File: src/rtl/stpu_div_pkg.sv
// rtl/stpu_div_pkg.sv - shared state codes and handshake constants for the STPU divider
package stpu_div_pkg;

  typedef enum logic [1:0] {
    DIV_FREE   = 2'd0,
    DIV_BYZERO = 2'd1,
    DIV_ON     = 2'd2,
    DIV_END    = 2'd3
  } div_state_e;

  localparam logic DIV_RESULT_READY     = 1'b1;
  localparam logic DIV_RESULT_NOT_READY = 1'b0;
  localparam logic DIV_START            = 1'b1;
  localparam logic DIV_STOP             = 1'b0;

endpackage

File: src/rtl/stpu_div.sv
// rtl/stpu_div.sv - iterative restoring DIV/DIVU unit for HI/LO write-back
// Optional early-out for |divisor| > |dividend| enabled by STPU_DIV_EARLY_OUT_EN.
module stpu_div
  import stpu_div_pkg::*;
#(
  parameter int DATA_W = 32,
  parameter int CNT_W  = $clog2(DATA_W) + 1
) (
  input  logic                clk,
  input  logic                rst,
  input  logic                signed_i,
  input  logic [DATA_W-1:0]   opdata1_i,
  input  logic [DATA_W-1:0]   opdata2_i,
  input  logic                start_i,
  input  logic                annul_i,
  output logic [2*DATA_W-1:0] result_o,
  output logic                ready_o,
  output logic                busy_o
);

  localparam int               DOUBLE_W = 2 * DATA_W;
  localparam logic [CNT_W-1:0] LAST_CNT = CNT_W'(DATA_W);

  div_state_e          state_q;
  logic [CNT_W-1:0]    cnt_q;
  logic [DATA_W-1:0]   quo_q;
  logic [DATA_W-1:0]   rem_q;
  logic [DATA_W-1:0]   dsr_q;
  logic                neg_quo_q;
  logic                neg_rem_q;
  logic [DOUBLE_W-1:0] result_q;
  logic                ready_q;

  logic                op1_neg;
  logic                op2_neg;
  logic [DATA_W-1:0]   op1_mag;
  logic [DATA_W-1:0]   op2_mag;
  logic [DATA_W:0]     partial;
  logic [DATA_W:0]     diff;
  logic                qbit;
  logic [DATA_W-1:0]   quo_fix;
  logic [DATA_W-1:0]   rem_fix;

  // The most negative value negates to itself, which is exactly its unsigned magnitude.
  always_comb begin
    op1_neg = signed_i & opdata1_i[DATA_W-1];
    op2_neg = signed_i & opdata2_i[DATA_W-1];
    op1_mag = op1_neg ? (~opdata1_i + DATA_W'(1)) : opdata1_i;
    op2_mag = op2_neg ? (~opdata2_i + DATA_W'(1)) : opdata2_i;
    partial = {rem_q, quo_q[DATA_W-1]};
    diff    = partial - {1'b0, dsr_q};
    qbit    = ~diff[DATA_W];
    quo_fix = neg_quo_q ? (~quo_q + DATA_W'(1)) : quo_q;
    rem_fix = neg_rem_q ? (~rem_q + DATA_W'(1)) : rem_q;
  end

`ifdef STPU_DIV_EARLY_OUT_EN
  logic early_out;
  assign early_out = op2_mag > op1_mag;
`endif

  always_ff @(posedge clk or posedge rst) begin
    if (rst) begin
      state_q   <= DIV_FREE;
      cnt_q     <= '0;
      quo_q     <= '0;
      rem_q     <= '0;
      dsr_q     <= '0;
      neg_quo_q <= 1'b0;
      neg_rem_q <= 1'b0;
      result_q  <= '0;
      ready_q   <= DIV_RESULT_NOT_READY;
    end else begin
      case (state_q)
        DIV_FREE: begin
          if (start_i == DIV_START && !annul_i) begin
            neg_quo_q <= op1_neg ^ op2_neg;
            neg_rem_q <= op1_neg;
            dsr_q     <= op2_mag;
            if (opdata2_i == '0) begin
              state_q <= DIV_BYZERO;
            end else begin
              state_q <= DIV_ON;
`ifdef STPU_DIV_EARLY_OUT_EN
              if (early_out) begin
                cnt_q <= LAST_CNT;
                rem_q <= op1_mag;
                quo_q <= '0;
              end else
`endif
              begin
                cnt_q <= '0;
                rem_q <= '0;
                quo_q <= op1_mag;
              end
            end
          end
        end
        DIV_BYZERO: begin
          result_q <= '0;
          if (annul_i) begin
            state_q <= DIV_FREE;
            ready_q <= DIV_RESULT_NOT_READY;
          end else begin
            state_q <= DIV_END;
            ready_q <= DIV_RESULT_READY;
          end
        end
        DIV_ON: begin
          if (annul_i) begin
            state_q  <= DIV_FREE;
            ready_q  <= DIV_RESULT_NOT_READY;
            result_q <= '0;
          end else if (cnt_q == LAST_CNT) begin
            state_q  <= DIV_END;
            ready_q  <= DIV_RESULT_READY;
            result_q <= {rem_fix, quo_fix};
          end else begin
            // Restore by keeping the shifted partial remainder when the trial subtract borrows.
            rem_q <= qbit ? diff[DATA_W-1:0] : partial[DATA_W-1:0];
            quo_q <= {quo_q[DATA_W-2:0], qbit};
            cnt_q <= cnt_q + CNT_W'(1);
          end
        end
        DIV_END: begin
          if (start_i == DIV_STOP) begin
            state_q  <= DIV_FREE;
            ready_q  <= DIV_RESULT_NOT_READY;
            result_q <= '0;
          end
        end
        default: state_q <= DIV_FREE;
      endcase
    end
  end

  assign result_o = result_q;
  assign ready_o  = ready_q;
  assign busy_o   = (state_q != DIV_FREE);

endmodule
File: config.mk
export PLATFORM = sky130hd
export DESIGN_NAME = stpu_div
export DESIGN_NICKNAME = d
export VERILOG_FILES = /design/src/rtl/stpu_div_pkg.sv /design/src/rtl/stpu_div.sv
export SDC_FILE = /design/constraint.sdc
export NUM_CORES = 1
export LEC_CHECK = 0
export CORE_UTILIZATION = 30
export DETAILED_ROUTE_END_ITERATION = 10
export DONT_BUFFER_PORTS = 1
export PLACE_DENSITY_LB_ADDON = 0.08
export SETUP_SLACK_MARGIN = 0.05
export SYNTH_ARGS = -nofsm -noshare
export SYNTH_HDL_FRONTEND = slang
export SYNTH_SLANG_ARGS = --single-unit
export TNS_END_PERCENT = 10
File: constraint.sdc
create_clock -name clk -period 10.57 [get_ports clk]
set_input_delay 2.6425 -clock clk [delete_from_list [all_inputs] [get_ports clk]]
set_output_delay 2.6425 -clock clk [all_outputs]
set_load 0.05 [all_outputs]
### After elaboration in Yosys (flattened, before gate mapping)

Cells that the tools add are included.
W data, S select, Z words.

| operators by class | value |
|---|---|
| reductions and logical operators | 11 |
| equal/unequal tests | 10 |
| bitwise operators | 8 |
| mux-type cells | 36 |
| add/sub/neg operators | 6 |

Operators with widths:

| operator | count |
|---|---|
| $mux W32 | 13 |
| $mux W64 | 3 |
| $pmux W64 S3 | 1 |
| $add A32 B1 Y32 const B | 4 |
| $not A32 Y32 | 4 |
| $pmux W32 S2 | 2 |
| $sub A33 B32 Y33 | 1 |
| $logic_not A32 Y1 | 1 |
| $mux W6 | 4 |
| $mux W2 | 6 |
| $pmux W6 S2 | 1 |
| $ne A2 B2 Y1 const B | 5 |
| $pmux W2 S4 | 1 |
| $add A6 B1 Y6 const B | 1 |
| $eq A6 B6 Y1 const B | 1 |
| $reduce_and A3 Y1 | 2 |
| $reduce_and A5 Y1 | 1 |
| $eq A2 B2 Y1 const B | 2 |
| $mux W1 | 4 |
| $reduce_bool A2 Y1 | 2 |
| $ne A3 B3 Y1 const B | 1 |
| $pmux W1 S3 | 1 |
| $reduce_bool A3 Y1 | 1 |
| $and A1 B1 Y1 | 2 |
| other kinds (7) | 7 |

| storage, ports and cells | value |
|---|---|
| bits of input ports | 69 |
| output and inout bits | 66 |
| flip-flop bits (word level) | 171 |

### Longest topological paths before layout

Gate-level depths: netlist of run 1.

| logic depth | value |
|---|---|
| depth in word-level cells | 6 |
| depth in mapped cells | 13 |
| gate-level depth less buffers | 12 |

### Worst setup path before layout of run 1

No wires, ideal clock.

| path | value |
|---|---|
| kind | input-to-reg |
| start | in opdata2_i[7] |
| end | reg rem_q[21] |
| setup slack | 5.557 ns |
| data required time | 10.444 ns |
| cell stages on the path | 10 |
| buffers on the path | 1 |
| data arrival time | 4.887 ns |
| cell sequence | nor4_1 -> nand4_1 -> nor4_2 -> a31oi_1 -> a21oi_1 -> a21o_1 -> buf_2 -> nor2_1 -> and2_1 -> a221o_1 |

| on the way | value |
|---|---|
| word-level cells in the longest chain between the ends | 3 |

RTL lines:

| what | line | source |
|---|---|---|
| from (decl) | stpu_div.sv:13 | `input logic [DATA_W-1:0] opdata2_i,` |
| $logic_not A32 Y1 | stpu_div.sv:80 | `if (opdata2_i == '0) begin` |
| $ne A2 B2 Y1 (no line) | - |  |
| $reduce_and A5 Y1 (no line) | - |  |
| to (signal assigned) | stpu_div.sv:120 | `rem_q <= qbit ? diff[DATA_W-1:0] : partial[DATA_W-1:0];` |
| to (decl) | stpu_div.sv:27 | `logic [DATA_W-1:0] rem_q;` |

No other way between the ends.
A chain may end at the register's enable or synchronous reset.

### Worst setup path after layout of run 1

Same ends and word-level chain as after synthesis.

==> flow_summary_export.csv, run 1 <==
group,metric,value,unit
worst_setup_path,end_kind,"register",
logic_synthesis,netlist_area,11200,um^2
sta,hold_viol_final,0,
worst_setup_path,ff2ff_setup_slack,6.55,ns
logic_synthesis,synthDistinctLibCells,59,
cts,ctsHtreeMaxLevel,4,
global_route,track_usage,17.4,%
logic_synthesis,synth_compound_area_share,21.3,%
floorplanning,ios,135,
drt,drt_iter0_drc,419,
sta,hold_ws,0.477,ns
worst_setup_path,critPathRequiredTime,10.90,ns
logic_synthesis,syn_inst,1338,
logic_synthesis,yosysWarnings,0,
logic_synthesis,synth_nets,1449,
drt,routed_wl,32.0,mm
logic_synthesis,synth_area_leaders,"dfrtp_1 (38%), o21ai_0 (9.4%), nand2_1 (7.8%)",
drt,ant_nets,0,
sta,finalSetupTns,0,ns
floorplanning,die_area,38000,um^2
drt,first_pass_iters,5,
placement,gp_congestion,0.822,
floorplanning,die_x,195,um
logic_synthesis,synth_top_area_cell,"dfrtp_1",
cts,post_cts_buffers,0,
floorplanning,start_util,30.5,%
power,power,0.00449,W
global_route,grt_pass1_wl,51.5,mm
drt,drc,0,
worst_setup_path,cp_max_fo,56,
sta,final_max_slew_viol_count,0,
cells_and_area,layout_common_cells,"nand2_1 (231), o21ai_0 (211), dfrtp_1 (171)",
logic_synthesis,synthAdderAreaFrac,4.77,%
power,power.ir.vdd_worst,0.233,mV
sta,rsz0062_at_grt,"false",
cts,cts_root_buf,"clkbuf_16",
power,power.switching,0.00232,W
sta,period_share,55.1,%
logic_synthesis,synth_top_family_by_area,"compound AO/OA/AOI/OAI gates",
logic_synthesis,ys_ff_latch,171,
run_status,status,"finished clean",
worst_setup_path,path_class,"primary input to register",
cts,cts-resized-gates,0,
power,clock_power_share,13.2,%
min_path,hold_path_end,"dsr_q[20]",
cells_and_area,mostFrequentLayoutCell,"nand2_1",
cells_and_area,nets,1415,
logic_synthesis,synthMuxAreaShare,2.95,%
logic_synthesis,synth-simple-area-share,17.0,%
sta,max_freq,172,MHz
cts,cts_buffer_depth,2,
min_path,whs_path_depth,2,
run,drv_cap,0,
worst_setup_path,arrival,6.16,ns
cts,clkTransAtPathRegs,0.06,ns
sta,setup_violations,0,
logic_synthesis,synth_ff_type,"dfrtp_1",
placement,hpwl,23.9,mm
logic_synthesis,synth-edff-count,0,
min_path,min_from,"dsr_q[20]",
logic_synthesis,synthArstFlopShare,100,%
cts,ctsHoldBuffers,0,
power,p_leak,5.14,nW
power,sequentialPowerShare,33.7,%
power,power_frac_comb,53.1,%
cts,clock_latency,0.44,ns
worst_setup_path,rr_worst_depth,13,
global_route,grt_overflow,0,
cts,numCtsBuffers,17,
power,p_sw_share,51.6,%
cts,cts_tree,"yes",
logic_synthesis,syn_avg_cell_area,8.36,um^2
worst_setup_path,critPathLaunchType,"primary input",
drt,via_count,9018,
logic_synthesis,synth-seq-area-share,38.3,%
placement,portBuffers,0,
cells_and_area,synthToLayoutAreaGrowth,8.27,%
cts,clock-sinks,171,
logic_synthesis,synth_top_area_share,38.3,%
sta,max_slew_margin,28.0,%
floorplanning,rows,70,
cells_and_area,fin_util,33.1,%
min_path,hp-class,"register to register",
power,p_per_area,371,nW/um^2
drt,avgRoutedWirePerCell,18.0,um
logic_synthesis,synthXorXnorAreaFrac,11.3,%
floorplanning,die_h,195,um
sta,fin_crit,5.83,ns
floorplanning,coreArea,36600,um^2
global_route,grt_start_max_net_pins,75,
worst_setup_path,r2r-end,"rem_q[29]",
sta,worst_slew_pin_slew,1.08,ns
worst_setup_path,reg2reg_from,"quo_q[31]",
cells_and_area,drive_above_1_share,4.49,%
global_route,antenna_found_initial,0,
cells_and_area,num_antenna_cells,0,
power,p_int,0.00217,W
drt,vias_per_cell,5.06,
sta,skew,0.0110,ns
global_route,grt_pass1_vias,8939,
## worst max-delay path, cell delays in order
cell	delay [ns]
nor4_1	0.55
nand4_1	0.33
nor4_2	0.63
a31oi_1	0.20
a21oi_1	0.24
a21o_2	0.13
buf_4	0.41
buf_4	0.57
nor3_1	0.12
a221o_1	0.27
## Yosys cell counts, drive strengths merged (2+ instances only)
cell type / n
a21bo: 2
nor4: 9
a21o: 12
xor2: 90
nor3: 21
or2: 4
nand2b: 15
xnor2: 54
nand2: 231
inv: 54
and2: 5
a21boi: 2
clkbuf: 48
and3: 7
dfrtp: 171
nand3: 12
mux2i: 33
o31ai: 30
o211ai: 5
a41oi: 3
a31oi: 5
or3: 17
or4: 18
a22o: 5
buf: 14
o21bai: 5
a221o: 2
ha: 41
o31a: 2
nor2: 73
nor2b: 5
o21ai: 217
a211o: 2
a211oi: 5
a221oi: 2
o41ai: 12
a21oi: 91
o221ai: 2
nand4: 6
## worst max path at each step
stage                 startpoint         to  slack, ns  cells after the start
CTS                 opdata2_i[7]  rem_q[21]       4.76                     10
global placement    opdata2_i[7]  rem_q[21]       4.30                     10
global route        opdata2_i[7]  rem_q[21]       4.33                     10
finish              opdata2_i[7]  rem_q[21]       4.74                     10
floorplan                    rst   cnt_q[0]       3.30                      1
detailed placement  opdata2_i[7]  rem_q[21]       4.26                     10
## power groups by stage
| stage | clock, W | sequential, W | combinational (W) |
|---|---|---|---|
| 2_1_floorplan | 0 | 0.00140 | 0.00190 |
| 3_3_place_gp | 0 | 0.00153 | 0.00242 |
| 3_5_place_dp | 0 | 0.00153 | 0.00241 |
| 4_1_cts | 0.000615 | 0.00152 | 0.00242 |
| 5_1_grt | 0.000637 | 0.00156 | 0.00271 |
| 6_report | 0.000593 | 0.00151 | 0.00238 |
## registers in the layout (all words and copies together), names as in the netlist
| register | cells |
|---|---|
| cnt_q | 6 |
| dsr_q | 32 |
| neg_quo_q | 1 |
| neg_rem_q | 1 |
| quo_q | 32 |
| ready_o | 1 |
| rem_q | 32 |
| result_o | 64 |
| state_q | 2 |
## routing by layer
metal / GRT usage (%) / part of all wire (%)
met4: 5.22 / 1.7
met3: 3.18 / 3.4
met2: 26.3 / 44
met1: 24.9 / 51
met5: 0 / 0
## through the flow
stage | cells | setup WS, ns | instance area [um^2]
after floorplan | 1338 | 3.30 | 11200
after global placement | 1753 | 4.30 | 11600
after detailed placement | 1753 | 4.26 | 11600
after CTS | 1783 | 4.76 | 12100
after global routing | 1783 | 4.33 | 12100
final | 1783 | 4.74 | 12100
## cell families after synthesis
family | count (synthesis)
AOI/OAI and AO/OA | 408
muxes | 33
DFF | 171
xor gates and xnor gates | 144
adders and majority gates | 42
buffers and inverters | 116
and+or+nand+nor | 424
## area by class of cell
class,count,area (um^2)
Sequential cell,171,4280
Timing Repair Buffer,9,67.6
Clock inverter,9,75.1
Clock buffer,21,450
Inverter,54,208
Fill cell,3888,24500
Multi-Input combinational cell,1051,6440
Tap cell,468,586
No activity file was read; power rests on OpenSTA's default activity.
==> inputs of run 2 (changes only) <==
==> constraint.sdc (replaced) <==
create_clock -name clk -period 6.1 [get_ports clk]
set_input_delay 1.525 -clock clk [delete_from_list [all_inputs] [get_ports clk]]
set_output_delay 1.525 -clock clk [all_outputs]
set_load 0.05 [all_outputs]
==> flow_summary_export.csv, run 2 (synthesized netlist as in run 1, its figures left out) <==
group,metric,value,unit
run_status,status,"finished clean",
cells_and_area,num_antenna_cells,0,
cells_and_area,nFillCells,3903,
cts,clock-sinks,171,
worst_setup_path,ff2ff_setup_slack,1.89,ns
cts,ctsHtreeMaxLevel,4,
power,sequentialPowerShare,33.2,%
cells_and_area,largest_register_ffs,64,
cts,cts_root_buf,"clkbuf_16",
drt,met2WireLength,14.3,mm
global_route,track_usage,17.4,%
drt,first_pass_iters,5,
cts,clock_latency,0.45,ns
floorplanning,rows,70,
drt,drc,0,
drt,ant_nets,0,
sta,worst_slew_pin_slew,1.12,ns
drt,routed_wl,32.3,mm
sta,fin_crit,4.30,ns
cells_and_area,nets,1414,
worst_setup_path,arrival,4.58,ns
sta,hold_viol_final,0,
cts,ctsHoldBuffers,0,
floorplanning,die_h,195,um
power,p_int,0.00389,W
sta,setup_violations,0,
cells_and_area,drive_above_1_share,4.56,%
power,power.switching,0.00403,W
drt,avgRoutedWirePerCell,18.1,um
power,p_sw_share,50.9,%
cells_and_area,layout_common_cells,"nand2_1 (231), o21ai_0 (211), dfrtp_1 (171)",
worst_setup_path,path_class,"primary input to register",
global_route,antenna_found_initial,0,
worst_setup_path,rr_worst_depth,13,
cells_and_area,design_area,12200,um^2
placement,portBuffers,0,
worst_setup_path,critPathRequiredTime,6.39,ns
min_path,hp-class,"register to register",
floorplanning,start_util,30.5,%
drt,via_count,9024,
sta,hold_ws,0.477,ns
placement,hpwl,23.9,mm
floorplanning,die_x,195,um
global_route,grt_pass1_wl,51.8,mm
cells_and_area,mostFrequentLayoutCell,"nand2_1",
power,clock_power_share,14.7,%
floorplanning,ios,135,
floorplanning,die_area,38000,um^2
floorplanning,coreArea,36600,um^2
cts,post_cts_buffers,0,
cts,cts-resized-gates,0,
worst_setup_path,critPathLaunchType,"primary input",
global_route,grt_pass1_vias,8971,
worst_setup_path,end_kind,"register",
drt,wl_met1,16.2,mm
run,drv_cap,0,
sta,max_freq,233,MHz
cells_and_area,synthToLayoutAreaGrowth,9.21,%
placement,place_area,11600,um^2
sta,rsz0062_at_grt,"false",
placement,gp_congestion,0.823,
worst_setup_path,crit_end,"rem_q[10]",
drt,wl_met3,1.33,mm
cts,cts_buffer_depth,2,
global_route,grt_overflow,0,
worst_setup_path,r2r-end,"rem_q[4]",
cts,clkTransAtPathRegs,0.07,ns
drt,vias_per_cell,5.06,
global_route,grt_start_max_net_pins,172,
power,p_per_area,649,nW/um^2
worst_setup_path,cp_max_fo,23,
cts,numCtsBuffers,17,
power,power_frac_comb,52.1,%
worst_setup_path,crit_start,"opdata2_i[7]",
cts,cts_tree,"yes",
worst_setup_path,reg2reg_from,"quo_q[31]",
sta,final_max_slew_viol_count,0,
sta,max_slew_margin,25.6,%
drt,drt_iter0_drc,407,
power,power.ir.vdd_worst,0.246,mV
sta,finalSetupTns,0,ns
drt,top_layer,"met4",
power,p_leak,5.18,nW
sta,period_share,70.4,%
sta,skew,0.0145,ns
[run 2: changes by cell type in the layout (fill, tap and decap cells not counted), sizes merged]
| cell | delta |
|---|---|
| clkinvlp | +1 |
| clkinv | -3 |
| clkbuf | +2 |
| buf | -1 |
| bufinv | +2 |
[run 2: routing by layer]
metal | up-vias | global-route usage [%]
li1 | 4606 | -
met1 | 4241 | 24.6
met2 | 158 | 26.9
met3 | 19 | 3.78
met4 | 0 | 4.43
met5 | - | 0
[run 2: worst max-delay path, cell delays in order]
cell and delay, ns:
nor4_1 0.51, nand4_1 0.36, nor4_2 0.58, a31oi_1 0.23
a21oi_1 0.34, a21oi_1 0.16, nand2_1 0.63, o21ai_0 0.23
[run 2: area by class of cell]
class,instances,area (um^2),share of cell area (%)
clock buffer,23,478,3.91
clock inverter,9,136,1.12
inverter,54,206,1.69
multi-input combinational,1051,6440,52.7
sequential,171,4280,35.0
tap,468,586,4.80
timing repair buffer,8,85.1,0.697
[run 2: power by group through the flow]
stage | Clock [W] | Sequential (W) | Combinational (W)
floorplan | 0 | 0.00243 | 0.00329
global placement | 0 | 0.00265 | 0.00421
detailed placement | 0 | 0.00266 | 0.00419
CTS | 0.00120 | 0.00263 | 0.00421
global route | 0.00124 | 0.00272 | 0.00466
finish | 0.00116 | 0.00263 | 0.00413
[run 2: worst min path at each step]
stage,from,end,slack [ns],cells past startpoint
finish,dsr_q[28],dsr_q[28],0.48,2
global route,dsr_q[27],dsr_q[27],0.50,2
CTS,dsr_q[27],dsr_q[27],0.49,2
detailed placement,dsr_q[27],dsr_q[27],0.47,2
global placement,dsr_q[28],dsr_q[28],0.46,2
floorplan,dsr_q[10],dsr_q[10],0.45,2
[run 2: metrics by stage]
stage	instances	total power, W	utilization [%]	setup WS, ns
after detailed placement	1752	0.00686	31.7	1.26
after floorplan	1338	0.00573	-	2.20
after global routing	1784	0.00862	33.3	1.35
after CTS	1784	0.00805	33.3	1.75
final	1784	0.00793	33.3	1.80
after global placement	1752	0.00686	31.7	1.33
